<file path="config.mk">
export PLATFORM = sky130hd
export DESIGN_NAME = mos_gate_guard_flat
export DESIGN_NICKNAME = d
export VERILOG_FILES = /design/src/rtl/mos_gate_guard_pkg.sv /design/src/rtl/mos_gate_guard_if.sv /design/src/rtl/gate_leg_guard.sv /design/src/rtl/mos_gate_guard.sv /design/src/flat_wrapper.sv
export SDC_FILE = /design/constraint.sdc
export NUM_CORES = 1
export LEC_CHECK = 0
export ABC_AREA = 0
export CORE_MARGIN = 3
export CORE_UTILIZATION = 58
export DETAILED_ROUTE_END_ITERATION = 8
export GPL_ROUTABILITY_DRIVEN = 0
export HOLD_SLACK_MARGIN = 0.1
export PLACE_DENSITY = 0.78
export SYNTH_ARGS = -nofsm -noshare
export SYNTH_HDL_FRONTEND = slang
export SYNTH_HIERARCHICAL = 1
export SYNTH_SLANG_ARGS = --single-unit
</file>
<file path="constraint.sdc">
create_clock -name clk -period 7.6 [get_ports clk]
set_input_delay 1.52 -clock clk [delete_from_list [all_inputs] [get_ports clk]]
set_output_delay 1.52 -clock clk [all_outputs]
set_load 0.02 [all_outputs]
</file>
<file path="src/rtl/mos_gate_guard_pkg.sv">
`default_nettype none
// ============================================================================
// Module  : mos_gate_guard_pkg
// Purpose : Shared definitions for the gate guard. Gate codes use the per-leg
//           {upper,lower} packing. Also holds the leg/deion state encodings,
//           the leg index constants and a state-to-gate decode helper.
// Ports   : none (package)
// Rev     : 1.0  initial release
// ============================================================================
package mos_gate_guard_pkg;

    localparam logic [1:0] GATE_OFF     = 2'b00;
    localparam logic [1:0] GATE_UP      = 2'b10;
    localparam logic [1:0] GATE_LO      = 2'b01;
    localparam logic [1:0] GATE_ILLEGAL = 2'b11;

    localparam int NUM_LEGS  = 4;
    localparam int LEG_BUCK1 = 3;
    localparam int LEG_BUCK2 = 2;
    localparam int LEG_RES1  = 1;
    localparam int LEG_RES2  = 0;

    typedef enum logic [1:0] {
        LEG_OFF   = 2'd0,
        LEG_UP_ON = 2'd1,
        LEG_LO_ON = 2'd2
    } leg_state_t;

    typedef enum logic {
        DEION_OFF = 1'b0,
        DEION_ON  = 1'b1
    } deion_state_t;

    function automatic logic [1:0] leg_gate_code(input leg_state_t s);
        case (s)
            LEG_UP_ON: return GATE_UP;
            LEG_LO_ON: return GATE_LO;
            default:   return GATE_OFF;
        endcase
    endfunction

endpackage
`default_nettype wire

</file>
<file path="src/rtl/mos_gate_guard_if.sv">
`default_nettype none
// ============================================================================
// Module  : mos_gate_guard_if
// Purpose : Request/response bundle between the discharge controller
//           (master) and the gate guard (slave).
// Signals : gate_en, leg_req[7:0], deion_req, fault_clear  (master -> slave)
//           leg_gate[7:0], deion_gate, fault, fault_leg[3:0],
//           stretch_cnt[15:0]                              (slave -> master)
// Rev     : 1.0  initial release
// ============================================================================
interface mos_gate_guard_if;
    logic        gate_en;
    logic [7:0]  leg_req;
    logic        deion_req;
    logic        fault_clear;
    logic [7:0]  leg_gate;
    logic        deion_gate;
    logic        fault;
    logic [3:0]  fault_leg;
    logic [15:0] stretch_cnt;

    modport master (
        output gate_en, leg_req, deion_req, fault_clear,
        input  leg_gate, deion_gate, fault, fault_leg, stretch_cnt
    );

    modport slave (
        input  gate_en, leg_req, deion_req, fault_clear,
        output leg_gate, deion_gate, fault, fault_leg, stretch_cnt
    );
endinterface
`default_nettype wire

</file>
<file path="src/rtl/gate_leg_guard.sv">
`default_nettype none
// ============================================================================
// Module  : gate_leg_guard
// Purpose : One half-bridge leg. OFF/UP_ON/LO_ON state machine that enforces
//           dead time before turn-on and minimum on time before turn-off.
//           It also flags the first cycle each new request is held back.
// Ports   : clk, rst      clock, synchronous active-high reset
//           req[1:0]      requested {upper,lower}
//           kill          force OFF next cycle, ignoring minimum on time
//           restart       restart the dead-time count from zero
//           gate[1:0]     registered gate drive
//           stretch       one-cycle pulse: a new request edge was delayed
// Rev     : 1.0  initial release
// ============================================================================
module gate_leg_guard
    import mos_gate_guard_pkg::*;
#(
    parameter logic [15:0] DEAD_TIME = 16'd10,
    parameter logic [15:0] MIN_ON    = 16'd5,
    parameter int          CNT_W     = 16
) (
    input  logic       clk,
    input  logic       rst,
    input  logic [1:0] req,
    input  logic       kill,
    input  logic       restart,
    output logic [1:0] gate,
    output logic       stretch
);

    localparam logic [CNT_W-1:0] c_dead_m1   = CNT_W'(DEAD_TIME - 16'd1);
    localparam logic [CNT_W-1:0] c_min_on_m1 = CNT_W'(MIN_ON - 16'd1);
    localparam logic [CNT_W-1:0] c_cnt_max   = '1;

    leg_state_t       r_state, w_state_nxt;
    // One counter serves as off_cnt in OFF and on_cnt in the ON states; it
    // clears whenever the state changes.
    logic [CNT_W-1:0] r_cnt, w_cnt_nxt;
    logic [1:0]       r_gate;
    logic [1:0]       r_prev_req;
    logic             r_counted;
    logic             w_want, w_grant, w_new_edge, w_stretch;

    always_ff @(posedge clk) begin
        if (rst) begin
            r_state    <= LEG_OFF;
            r_cnt      <= c_cnt_max;
            r_gate     <= GATE_OFF;
            r_prev_req <= GATE_OFF;
            r_counted  <= 1'b0;
        end else begin
            r_state    <= w_state_nxt;
            r_cnt      <= w_cnt_nxt;
            r_gate     <= leg_gate_code(w_state_nxt);
            r_prev_req <= req;
            // r_counted marks that the current request value was already
            // counted as stretched; any change of request re-arms it.
            r_counted  <= (w_new_edge ? 1'b0 : r_counted) | w_stretch;
        end
    end

    always_comb begin
        w_state_nxt = r_state;
        w_want      = 1'b0;
        w_grant     = 1'b0;
        case (r_state)
            LEG_OFF: begin
                w_want  = (req == GATE_UP) || (req == GATE_LO);
                w_grant = w_want && (r_cnt >= c_dead_m1);
                if (w_grant) begin
                    w_state_nxt = (req == GATE_UP) ? LEG_UP_ON : LEG_LO_ON;
                end
            end
            LEG_UP_ON: begin
                w_want  = (req != GATE_UP);
                w_grant = w_want && (r_cnt >= c_min_on_m1);
                if (w_grant) w_state_nxt = LEG_OFF;
            end
            LEG_LO_ON: begin
                w_want  = (req != GATE_LO);
                w_grant = w_want && (r_cnt >= c_min_on_m1);
                if (w_grant) w_state_nxt = LEG_OFF;
            end
            default: w_state_nxt = LEG_OFF;
        endcase
        if (kill) w_state_nxt = LEG_OFF;

        w_cnt_nxt = (r_cnt == c_cnt_max) ? r_cnt : r_cnt + 1'b1;
        if ((w_state_nxt != r_state) || restart) w_cnt_nxt = '0;

        w_new_edge = (req != r_prev_req);
        w_stretch  = w_want && !w_grant && !kill && (w_new_edge || !r_counted);
    end

    assign gate    = r_gate;
    assign stretch = w_stretch;

endmodule
`default_nettype wire

</file>
<file path="src/rtl/mos_gate_guard.sv">
`default_nettype none
// ============================================================================
// Module  : mos_gate_guard
// Purpose : Final guard in front of the gate drivers. Four leg guards plus the
//           deion switch interlock. It latches a fault on a 2'b11 request and
//           counts delayed requests.
// Ports   : clk, rst      clock, synchronous active-high reset
//           bus (slave)   gate_en, leg_req, deion_req, fault_clear in;
//                         leg_gate, deion_gate, fault, fault_leg, stretch_cnt out
// Rev     : 1.0  initial release
// ============================================================================
module mos_gate_guard
    import mos_gate_guard_pkg::*;
#(
    parameter logic [15:0] DEAD_TIME = 16'd10,
    parameter logic [15:0] MIN_ON    = 16'd5,
    parameter logic [15:0] MIN_OFF   = 16'd5,
    parameter int          CNT_W     = 16
) (
    input  logic            clk,
    input  logic            rst,
    mos_gate_guard_if.slave bus
);

    localparam logic [CNT_W-1:0] c_min_on_m1  = CNT_W'(MIN_ON - 16'd1);
    localparam logic [CNT_W-1:0] c_min_off_m1 = CNT_W'(MIN_OFF - 16'd1);
    localparam logic [CNT_W-1:0] c_cnt_max    = '1;

    logic [NUM_LEGS-1:0]   w_illegal;
    logic [NUM_LEGS-1:0]   w_stretch;
    logic [2*NUM_LEGS-1:0] w_leg_gate;
    logic                  w_any_illegal, w_kill, w_clear, w_buck_up;
    logic                  r_fault;
    logic [NUM_LEGS-1:0]   r_fault_leg;
    logic [15:0]           r_stretch_cnt;
    logic [2:0]            w_stretch_sum;
    logic [16:0]           w_stretch_acc;
    deion_state_t          r_deion, w_deion_nxt;
    logic [CNT_W-1:0]      r_deion_cnt, w_deion_cnt_nxt;

    for (genvar gi = 0; gi < NUM_LEGS; gi++) begin : g_leg
        assign w_illegal[gi] = (bus.leg_req[2*gi +: 2] == GATE_ILLEGAL);

        gate_leg_guard #(
            .DEAD_TIME (DEAD_TIME),
            .MIN_ON    (MIN_ON),
            .CNT_W     (CNT_W)
        ) u_leg (
            .clk     (clk),
            .rst     (rst),
            .req     (bus.leg_req[2*gi +: 2]),
            .kill    (w_kill),
            .restart (w_clear),
            .gate    (w_leg_gate[2*gi +: 2]),
            .stretch (w_stretch[gi])
        );
    end

    assign w_any_illegal = |w_illegal;
    assign w_kill        = !bus.gate_en || r_fault || w_any_illegal;
    // Clearing needs an idle request set so every leg restarts from OFF.
    assign w_clear       = bus.fault_clear && r_fault &&
                           (bus.leg_req == '0) && !bus.deion_req;

    // Deion may not come on while either buck upper switch is on or asked for.
    assign w_buck_up = bus.leg_req[2*LEG_BUCK1+1] | bus.leg_req[2*LEG_BUCK2+1] |
                       w_leg_gate[2*LEG_BUCK1+1]  | w_leg_gate[2*LEG_BUCK2+1];

    always_comb begin
        w_deion_nxt = r_deion;
        case (r_deion)
            DEION_OFF: if (bus.deion_req && !w_buck_up &&
                           (r_deion_cnt >= c_min_off_m1)) w_deion_nxt = DEION_ON;
            DEION_ON:  if (!bus.deion_req &&
                           (r_deion_cnt >= c_min_on_m1))  w_deion_nxt = DEION_OFF;
            default:   w_deion_nxt = DEION_OFF;
        endcase
        if (w_kill) w_deion_nxt = DEION_OFF;
        w_deion_cnt_nxt = (r_deion_cnt == c_cnt_max) ? r_deion_cnt : r_deion_cnt + 1'b1;
        if (w_deion_nxt != r_deion) w_deion_cnt_nxt = '0;
    end

    always_comb begin
        w_stretch_sum = '0;
        for (int i = 0; i < NUM_LEGS; i++) begin
            w_stretch_sum = w_stretch_sum + 3'(w_stretch[i]);
        end
        w_stretch_acc = {1'b0, r_stretch_cnt} + 17'(w_stretch_sum);
    end

    always_ff @(posedge clk) begin
        if (rst) begin
            r_fault       <= 1'b0;
            r_fault_leg   <= '0;
            r_stretch_cnt <= '0;
            r_deion       <= DEION_OFF;
            r_deion_cnt   <= c_cnt_max;
        end else begin
            // A new 2'b11 wins over a clear arriving in the same cycle.
            r_fault       <= w_any_illegal | (r_fault & ~w_clear);
            r_fault_leg   <= r_fault_leg | w_illegal;
            r_stretch_cnt <= w_stretch_acc[16] ? 16'hFFFF : w_stretch_acc[15:0];
            r_deion       <= w_deion_nxt;
            r_deion_cnt   <= w_deion_cnt_nxt;
        end
    end

    assign bus.leg_gate    = w_leg_gate;
    assign bus.deion_gate  = (r_deion == DEION_ON);
    assign bus.fault       = r_fault;
    assign bus.fault_leg   = r_fault_leg;
    assign bus.stretch_cnt = r_stretch_cnt;

endmodule
`default_nettype wire

</file>
<file path="src/flat_wrapper.sv">
// flat-port wrapper written by rule: the top's interface ports become plain ports
module mos_gate_guard_flat import mos_gate_guard_pkg::*;
#(
    parameter logic [15:0] DEAD_TIME = 16'd10,
    parameter logic [15:0] MIN_ON    = 16'd5,
    parameter logic [15:0] MIN_OFF   = 16'd5,
    parameter int          CNT_W     = 16
)
  (clk, rst, bus_gate_en, bus_leg_req, bus_deion_req, bus_fault_clear, bus_leg_gate, bus_deion_gate, bus_fault, bus_fault_leg, bus_stretch_cnt);
  mos_gate_guard_if bus_i ();
  input  logic clk;
  input  logic rst;
  input wire logic [$bits(bus_i.gate_en)-1:0] bus_gate_en;
  input wire logic [$bits(bus_i.leg_req)-1:0] bus_leg_req;
  input wire logic [$bits(bus_i.deion_req)-1:0] bus_deion_req;
  input wire logic [$bits(bus_i.fault_clear)-1:0] bus_fault_clear;
  output wire logic [$bits(bus_i.leg_gate)-1:0] bus_leg_gate;
  output wire logic [$bits(bus_i.deion_gate)-1:0] bus_deion_gate;
  output wire logic [$bits(bus_i.fault)-1:0] bus_fault;
  output wire logic [$bits(bus_i.fault_leg)-1:0] bus_fault_leg;
  output wire logic [$bits(bus_i.stretch_cnt)-1:0] bus_stretch_cnt;
  assign bus_i.gate_en = bus_gate_en;
  assign bus_i.leg_req = bus_leg_req;
  assign bus_i.deion_req = bus_deion_req;
  assign bus_i.fault_clear = bus_fault_clear;
  assign bus_leg_gate = bus_i.leg_gate;
  assign bus_deion_gate = bus_i.deion_gate;
  assign bus_fault = bus_i.fault;
  assign bus_fault_leg = bus_i.fault_leg;
  assign bus_stretch_cnt = bus_i.stretch_cnt;
  mos_gate_guard #(.DEAD_TIME(DEAD_TIME), .MIN_ON(MIN_ON), .MIN_OFF(MIN_OFF), .CNT_W(CNT_W)) u_core (.clk(clk), .rst(rst), .bus(bus_i));
endmodule
</file>
==> run_results.csv, run 1 <==
group,metric,value,unit
run_status,status,"finished clean",
clock_network,ctsHtreeMaxLevel,4,
placed_design,dp_hpwl,11.1,mm
power,p_per_area,349,nW/um^2
clock_network,worstSkewPairLatency,0.42,ns
power,clkPwrFrac,26.0,%
critical_path,arrival,6.04,ns
cells_and_area,area_growth,12.1,%
global_routing,grt_pass1_wl,27.3,mm
power,p_int,1.76,mW
route,antenna_left,0,
global_routing,antenna_found_initial,0,
floorplan,dieArea,14200,sq um
synth,synthFlopType,"dfxtp_1",
critical_path,crit_path_end_kind,"flop",
synth,syn-num-nets,843,
sta,worst_pin_slew,1.22,ns
route,drt_iter0_markers,667,
critical_path,r2r-end,"u_core/bus.stretch_cnt[6]",
sta,drv_slew,0,
cells_and_area,final.fill_count,969,
route,dr.pass1.iters,8,
floorplan,core,12300,sq um
critical_path,rrSetupSlack,3.14,ns
sta,maxSlewHeadroom,17.2,%
floorplan,ioPinCount,43,
global_routing,grt_max_degree,76,
synth,seq_area_frac_synth,35.0,%
synth,syn_area,7430,sq um
critical_path,crit_start,"bus_leg_req[2]",
route,routed_wl,16.1,mm
clock_network,cts_tree,"done",
clock_network,cts.sinks,130,
sta,fin_crit_sh,76.0,%
clock_network,cts_buffers,17,
sta,max_freq,173,MHz
critical_path,cp-start-kind,"input pin",
cells_and_area,nets,866,
power,p_leak,3.22,nW
synth,yosys_warnings,6,
sta,holdWs,0.467,ns
sta,rsz0062_at_grt,"no",
critical_path,path_class,"in -> reg",
power,p_switching,1.15,mW
sta,post-route-min-period,5.78,ns
global_routing,grt_util_met3,4.23,%
critical_path,r2r_start,"u_core/g_leg[2].u_leg/r_cnt[1]",
clock_network,post_cts_buffers,0,
synth,synth.avg_cell_area,9.29,sq um
cells_and_area,drive_gt1_share,13.4,%
floorplan,start_util,60.6,%
route,wl_per_cell,16.0,um
critical_path,reg2reg_depth,16,
job,cap_violations,0,
floorplan,die_width,119,um
synth,synthCells,800,
critical_path,endpoint,"u_core/bus.stretch_cnt[6]",
synth,synth_cell_types,55,
placed_design,dp_cells,972,
synth,synth-seq-cells,130,
clock_network,cts.path.max_buffers,2,
route,vias,6074,
global_routing,grt_pass1_vias,5890,
clock_network,cts_root_buf,"clkbuf_16",
sta,fin_skew,0.00846,ns
critical_path,path_max_fanout,16,
power,p_sw_share,39.4,%
clock_network,post_cts_resized,0,
clock_network,worst_setup_hold_path_clk_slew,0.05,ns
floorplan,dieHeight,119,um
placed_design,portBuffers,42,
route,vias_per_cell,6.05,
power,seq_power_share,37.1,%
synth,async_reset_ff_share,0,%
clock_network,cts_hold_buf,0,
global_routing,busiest_layer,"met2",
global_routing,globalRouteOverflowTotal,0,
cells_and_area,final_cells,1004,
sta,finalSetupTns,0,ns
sta,hold_viol_final,0,
power,vdd_drop_max,0.301,mV
power,combinationalPowerShare,36.9,%
synth,synth-edff-count,0,
cells_and_area,diodes,0,
global_routing,grtUsageMet2,39.5,%
floorplan,rows,40,
min_path,hold_path_class,"reg -> reg",
global_routing,met1_usage,27.8,%
sta,setup_violations,0,
global_routing,grt_usage,23.0,%
route,drc,0,
critical_path,required,7.86,ns
## area by class of cell
class / count / area, sq um / area share (%)
multi-input cells: 602 / 4420 / 53.1
inverters: 28 / 105 / 1.26
well taps: 168 / 210 / 2.52
clock buffers: 18 / 439 / 5.27
repair buffers: 44 / 430 / 5.17
flip-flops and latches: 130 / 2600 / 31.3
clock inverters: 14 / 116 / 1.40
## metrics by stage
stage	utilization (%)	total power [mW]	setup WS (ns)	instance area, sq um
floorplan	-	1.95	2.30	7430
global placement	63.4	2.07	1.74	7770
detailed placement	63.4	2.14	1.52	7770
CTS	67.9	2.91	1.90	8330
global route	67.9	3.11	1.55	8330
finish	67.9	2.91	1.82	8330
## synth_stat cells, types with 15 or more instances
library cell / number / share of area [%]
o21bai_1: 29 / 2.9
o21ai_0: 46 / 3.1
dfxtp_1: 130 / 35
and3_1: 15 / 1.3
nand2b_1: 18 / 1.5
xnor2_1: 41 / 4.8
nor2_1: 42 / 2.1
ha_1: 27 / 4.5
nand2_1: 29 / 1.5
nor2b_1: 18 / 1.5
nand3_1: 46 / 3.1
a211oi_1: 21 / 2.1
clkbuf_1: 24 / 1.2
a21oi_1: 38 / 2.6
nand4_1: 18 / 1.5
nor3_1: 22 / 1.5
inv_1: 28 / 1.4
o21bai_2: 40 / 6.1
xor2_1: 27 / 3.2
## cells in the final DEF (no fill, tap or decap), drive strengths merged, types with 10 or more instances in the layout
cell	synthesis	layout
o21ai	46	46
nand2	29	29
or3	10	10
clkbuf	29	18
mux2i	14	14
a21oi	38	38
nor3	22	22
clkinv	0	12
nand2b	18	18
and4	10	10
o21bai	69	69
ha	27	27
nor2b	18	18
xor2	27	27
nand4	19	19
nor2	42	42
a211oi	21	21
or4	13	13
xnor2	41	41
dfxtp	130	130
inv	28	28
clkdlybuf4s50	0	41
nand3	46	46
and3	17	17
nor4	11	11
## worst min path at each step
| stage | startpoint | endpoint | slack [ns] | cells past startpoint |
|---|---|---|---|---|
| after floorplan | u_core/g_leg[0].u_leg/r_counted | u_core/g_leg[0].u_leg/r_counted | 0.44 | 2 |
| after global placement | u_core/bus.fault_leg[0] | u_core/bus.fault_leg[0] | 0.45 | 2 |
| after detailed placement | u_core/bus.fault_leg[1] | u_core/bus.fault_leg[1] | 0.46 | 2 |
| after CTS | u_core/bus.fault_leg[1] | u_core/bus.fault_leg[1] | 0.47 | 2 |
| after global routing | u_core/bus.fault_leg[1] | u_core/bus.fault_leg[1] | 0.48 | 2 |
| final | u_core/bus.fault_leg[1] | u_core/bus.fault_leg[1] | 0.47 | 2 |
## cell families (layout without fill, tap and decap cells)
kind of cell,count (synthesis),in the layout,share of synthesized area [%]
XOR/XNOR,68,68,8.02
flip-flops,130,130,35.0
buffers and inverters,68,104,5.41
AO/OA/AOI/OAI,217,217,22.8
AND/OR/NAND/NOR,273,273,21.5
multiplexers,14,14,1.89
adder cells (fa/ha/maj),30,30,5.36
## routing by layer
layer | part of all wire [%] | vias to the layer above
met1 | 43 | 2916
li1 | - | 2968
met5 | 0 | -
met3 | 3.5 | 39
met2 | 51 | 151
met4 | 2.3 | 0
## power by group through the flow
stage	combinational, mW	sequential (mW)	clock, mW
2_1_floorplan	0.956	0.994	0
3_3_place_gp	1.00	1.07	0
3_5_place_dp	1.05	1.08	0
4_1_cts	1.07	1.07	0.770
5_1_grt	1.20	1.11	0.801
6_report	1.07	1.08	0.757
## critical path, stage by stage
cell and delay, ns:
clkdlybuf4s50_1 0.56, a22oi_1 0.35, nand4b_1 0.65, or3_1 0.61
nor2b_1 0.18, fa_1 0.44, inv_1 0.09, fa_1 0.19
inv_1 0.06, fa_1 0.40, and3_1 0.25, nand3_1 0.21
or3_1 0.40, a21oi_1 0.13
## sequential cells by signal, indices dropped and copies added (netlist names)
name / cells
u_core/bus.deion_gate: 1
u_core/bus.fault: 1
u_core/bus.fault_leg: 4
u_core/bus.stretch_cnt: 16
u_core/g_leg.u_leg/gate: 8
u_core/g_leg.u_leg/r_cnt: 64
u_core/g_leg.u_leg/r_counted: 4
u_core/g_leg.u_leg/r_prev_req: 8
u_core/g_leg.u_leg/r_state: 8
u_core/r_deion_cnt: 16
Note: power is estimated with default switching activity, not from simulation.
==> inputs of run 2 (changes only) <==
==> constraint.sdc (replaced) <==
create_clock -name clk -period 5.5 [get_ports clk]
set_input_delay 1.1 -clock clk [delete_from_list [all_inputs] [get_ports clk]]
set_output_delay 1.1 -clock clk [all_outputs]
set_load 0.02 [all_outputs]
==> run 2 against run 1 <==
Net effect:
- combinational power increased by 38%
- design area increased by 0.93%
- worst hold slack lost 0.0046 ns
- flip-flop and latch count is the same
- register-to-register slack got worse by 2.1 ns
- wire length shrank 2.0%
- utilization grew 0.63 points
- global-route usage fell by 0.28 points
- sequential power is 38% higher
- critical path depth up 2
- die area unchanged
==> run_results.csv, run 2 (same netlist as run 1, synthesis figures left out) <==
group,metric,value,unit
floorplan,dieArea,14200,sq um
critical_path,required,5.86,ns
clock_network,post_cts_buffers,0,
global_routing,grt_pass1_vias,5665,
clock_network,worst_setup_hold_path_clk_slew,0.06,ns
route,drt_iter0_markers,475,
sta,max_freq,199,MHz
route,wl_per_cell,15.7,um
critical_path,cp-start-kind,"input pin",
global_routing,antenna_found_initial,0,
power,p_per_area,490,nW/um^2
critical_path,reg2reg_depth,14,
critical_path,path_class,"in -> reg",
placed_design,dp_hpwl,10.9,mm
power,vdd_drop_max,0.333,mV
cells_and_area,design_area,8410,sq um
power,p_leak,3.26,nW
cells_and_area,largest-register,"u_core/g_leg.u_leg/r_cnt",
cells_and_area,layout_commonest_cell,"dfxtp_1",
sta,rsz0062_at_grt,"no",
clock_network,cts_hold_buf,0,
placed_design,dp_cells,975,
min_path,whs_path_depth,2,
clock_network,cts_tree,"done",
global_routing,globalRouteOverflowTotal,0,
critical_path,crit_path_end_kind,"flop",
power,clkPwrFrac,27.9,%
floorplan,die_width,119,um
power,p_switching,1.57,mW
route,antenna_left,0,
power,combinationalPowerShare,35.9,%
sta,worst_pin_slew,0.779,ns
cells_and_area,nets,869,
route,drc,0,
sta,post-route-min-period,5.02,ns
critical_path,arrival,5.38,ns
clock_network,ctsHtreeMaxLevel,4,
sta,finalSetupTns,0,ns
floorplan,ioPinCount,43,
route,vias,6055,
sta,setup_violations,0,
placed_design,portBuffers,42,
cells_and_area,final_cell_mix,"dfxtp_1 (130), nand3_1 (46), o21ai_0 (46)",
power,seq_power_share,36.2,%
floorplan,rows,40,
cells_and_area,diodes,0,
sta,fin_crit_sh,91.3,%
global_routing,grt_max_degree,70,
global_routing,grt_pass1_wl,26.9,mm
critical_path,path_max_fanout,11,
clock_network,cts.path.max_buffers,2,
clock_network,cts_root_buf,"clkbuf_16",
cells_and_area,largest_reg_flops,64,
sta,maxSlewHeadroom,48.1,%
clock_network,post_cts_resized,0,
placed_design,dpl-instance-area,7790,sq um
sta,holdWs,0.463,ns
route,dr.pass1.iters,5,
cells_and_area,fin_util,68.6,%
job,cap_violations,0,
route,vias_per_cell,6.01,
power,p_int,2.55,mW
clock_network,cts.sinks,130,
sta,hold_viol_final,0,
cells_and_area,drive_gt1_share,13.6,%
run_status,status,"finished clean",
cells_and_area,area_growth,13.2,%
floorplan,core,12300,sq um
sta,fin_skew,0.0108,ns
cells_and_area,final_cells,1007,
cells_and_area,final.fill_count,963,
sta,drv_slew,0,
min_path,hold_path_class,"reg -> reg",
floorplan,start_util,60.6,%
global_routing,grt_usage,22.8,%
clock_network,cts_buffers,17,
floorplan,dieHeight,119,um
power,p_sw_share,38.1,%
route,routed_wl,15.8,mm
clock_network,worstSkewPairLatency,0.43,ns
==> run 2: cell count changes in the layout (fill, tap and decap cells not counted) <==
cell,delta
clkbuf_1,+1
buf_4,+3
clkinv_2,-4
clkinvlp_4,+1
bufinv_16,+1
clkbuf_8,+5
clkinv_4,-4
==> run 2: worst paths after layout <==
kind | from | end | slack [ns]
max | bus_leg_req[0] | u_core/bus.stretch_cnt[13] | 0.48
min | u_core/g_leg[3].u_leg/r_counted | u_core/g_leg[3].u_leg/r_counted | 0.46
max reg2reg | u_core/g_leg[0].u_leg/r_cnt[10] | u_core/bus.stretch_cnt[7] | 1.03
min reg2reg | u_core/g_leg[3].u_leg/r_counted | u_core/g_leg[3].u_leg/r_counted | 0.46
==> run 2: cell type report <==
type	count	area (sq um)	area share, %
multi-input combinational	602	4420	52.6
sequential	130	2600	31.0
clock buffer	24	512	6.09
timing repair buffer	47	453	5.39
tap	168	210	2.50
inverter	28	105	1.25
clock inverter	8	98.8	1.18
==> run 2: metal layers <==
metal  global-route usage, %  up-vias  routed length (um)
met4                    7.97        0                 242
met1                    28.3     2923                6800
met2                    38.5      142                8110
li1                        -     2966                   -
met5                       0        -                   0
met3                    5.41       24                 625
==> run 2: through the flow <==
stage / setup slack, ns / total power [mW]
final: 0.480 / 4.11
after global placement: 0.294 / 2.87
after global routing: 0.178 / 4.40
after CTS: 0.537 / 4.11
after floorplan: 0.617 / 2.69
after detailed placement: 0.0938 / 2.95
==> run 2: worst max-delay path, cell delays in order <==
cell and delay, ns:
clkdlybuf4s50_1 0.59, inv_1 0.09, ha_1 0.30, nor3_1 0.30, nor2b_1 0.28, or3_1 0.16, nor2b_1 0.06, fa_1 0.50
inv_1 0.05, fa_1 0.38, inv_1 0.08, fa_1 0.19, and3_1 0.25, nand3_1 0.21, or3_1 0.60, a31oi_1 0.22
==> run 2: power by group through the flow <==
stage	Combinational, mW	Sequential [mW]	Clock [mW]
after detailed placement	1.45	1.49	0
after floorplan	1.32	1.37	0
after global routing	1.66	1.53	1.21
after CTS	1.47	1.48	1.16
final	1.48	1.49	1.15
after global placement	1.39	1.48	0
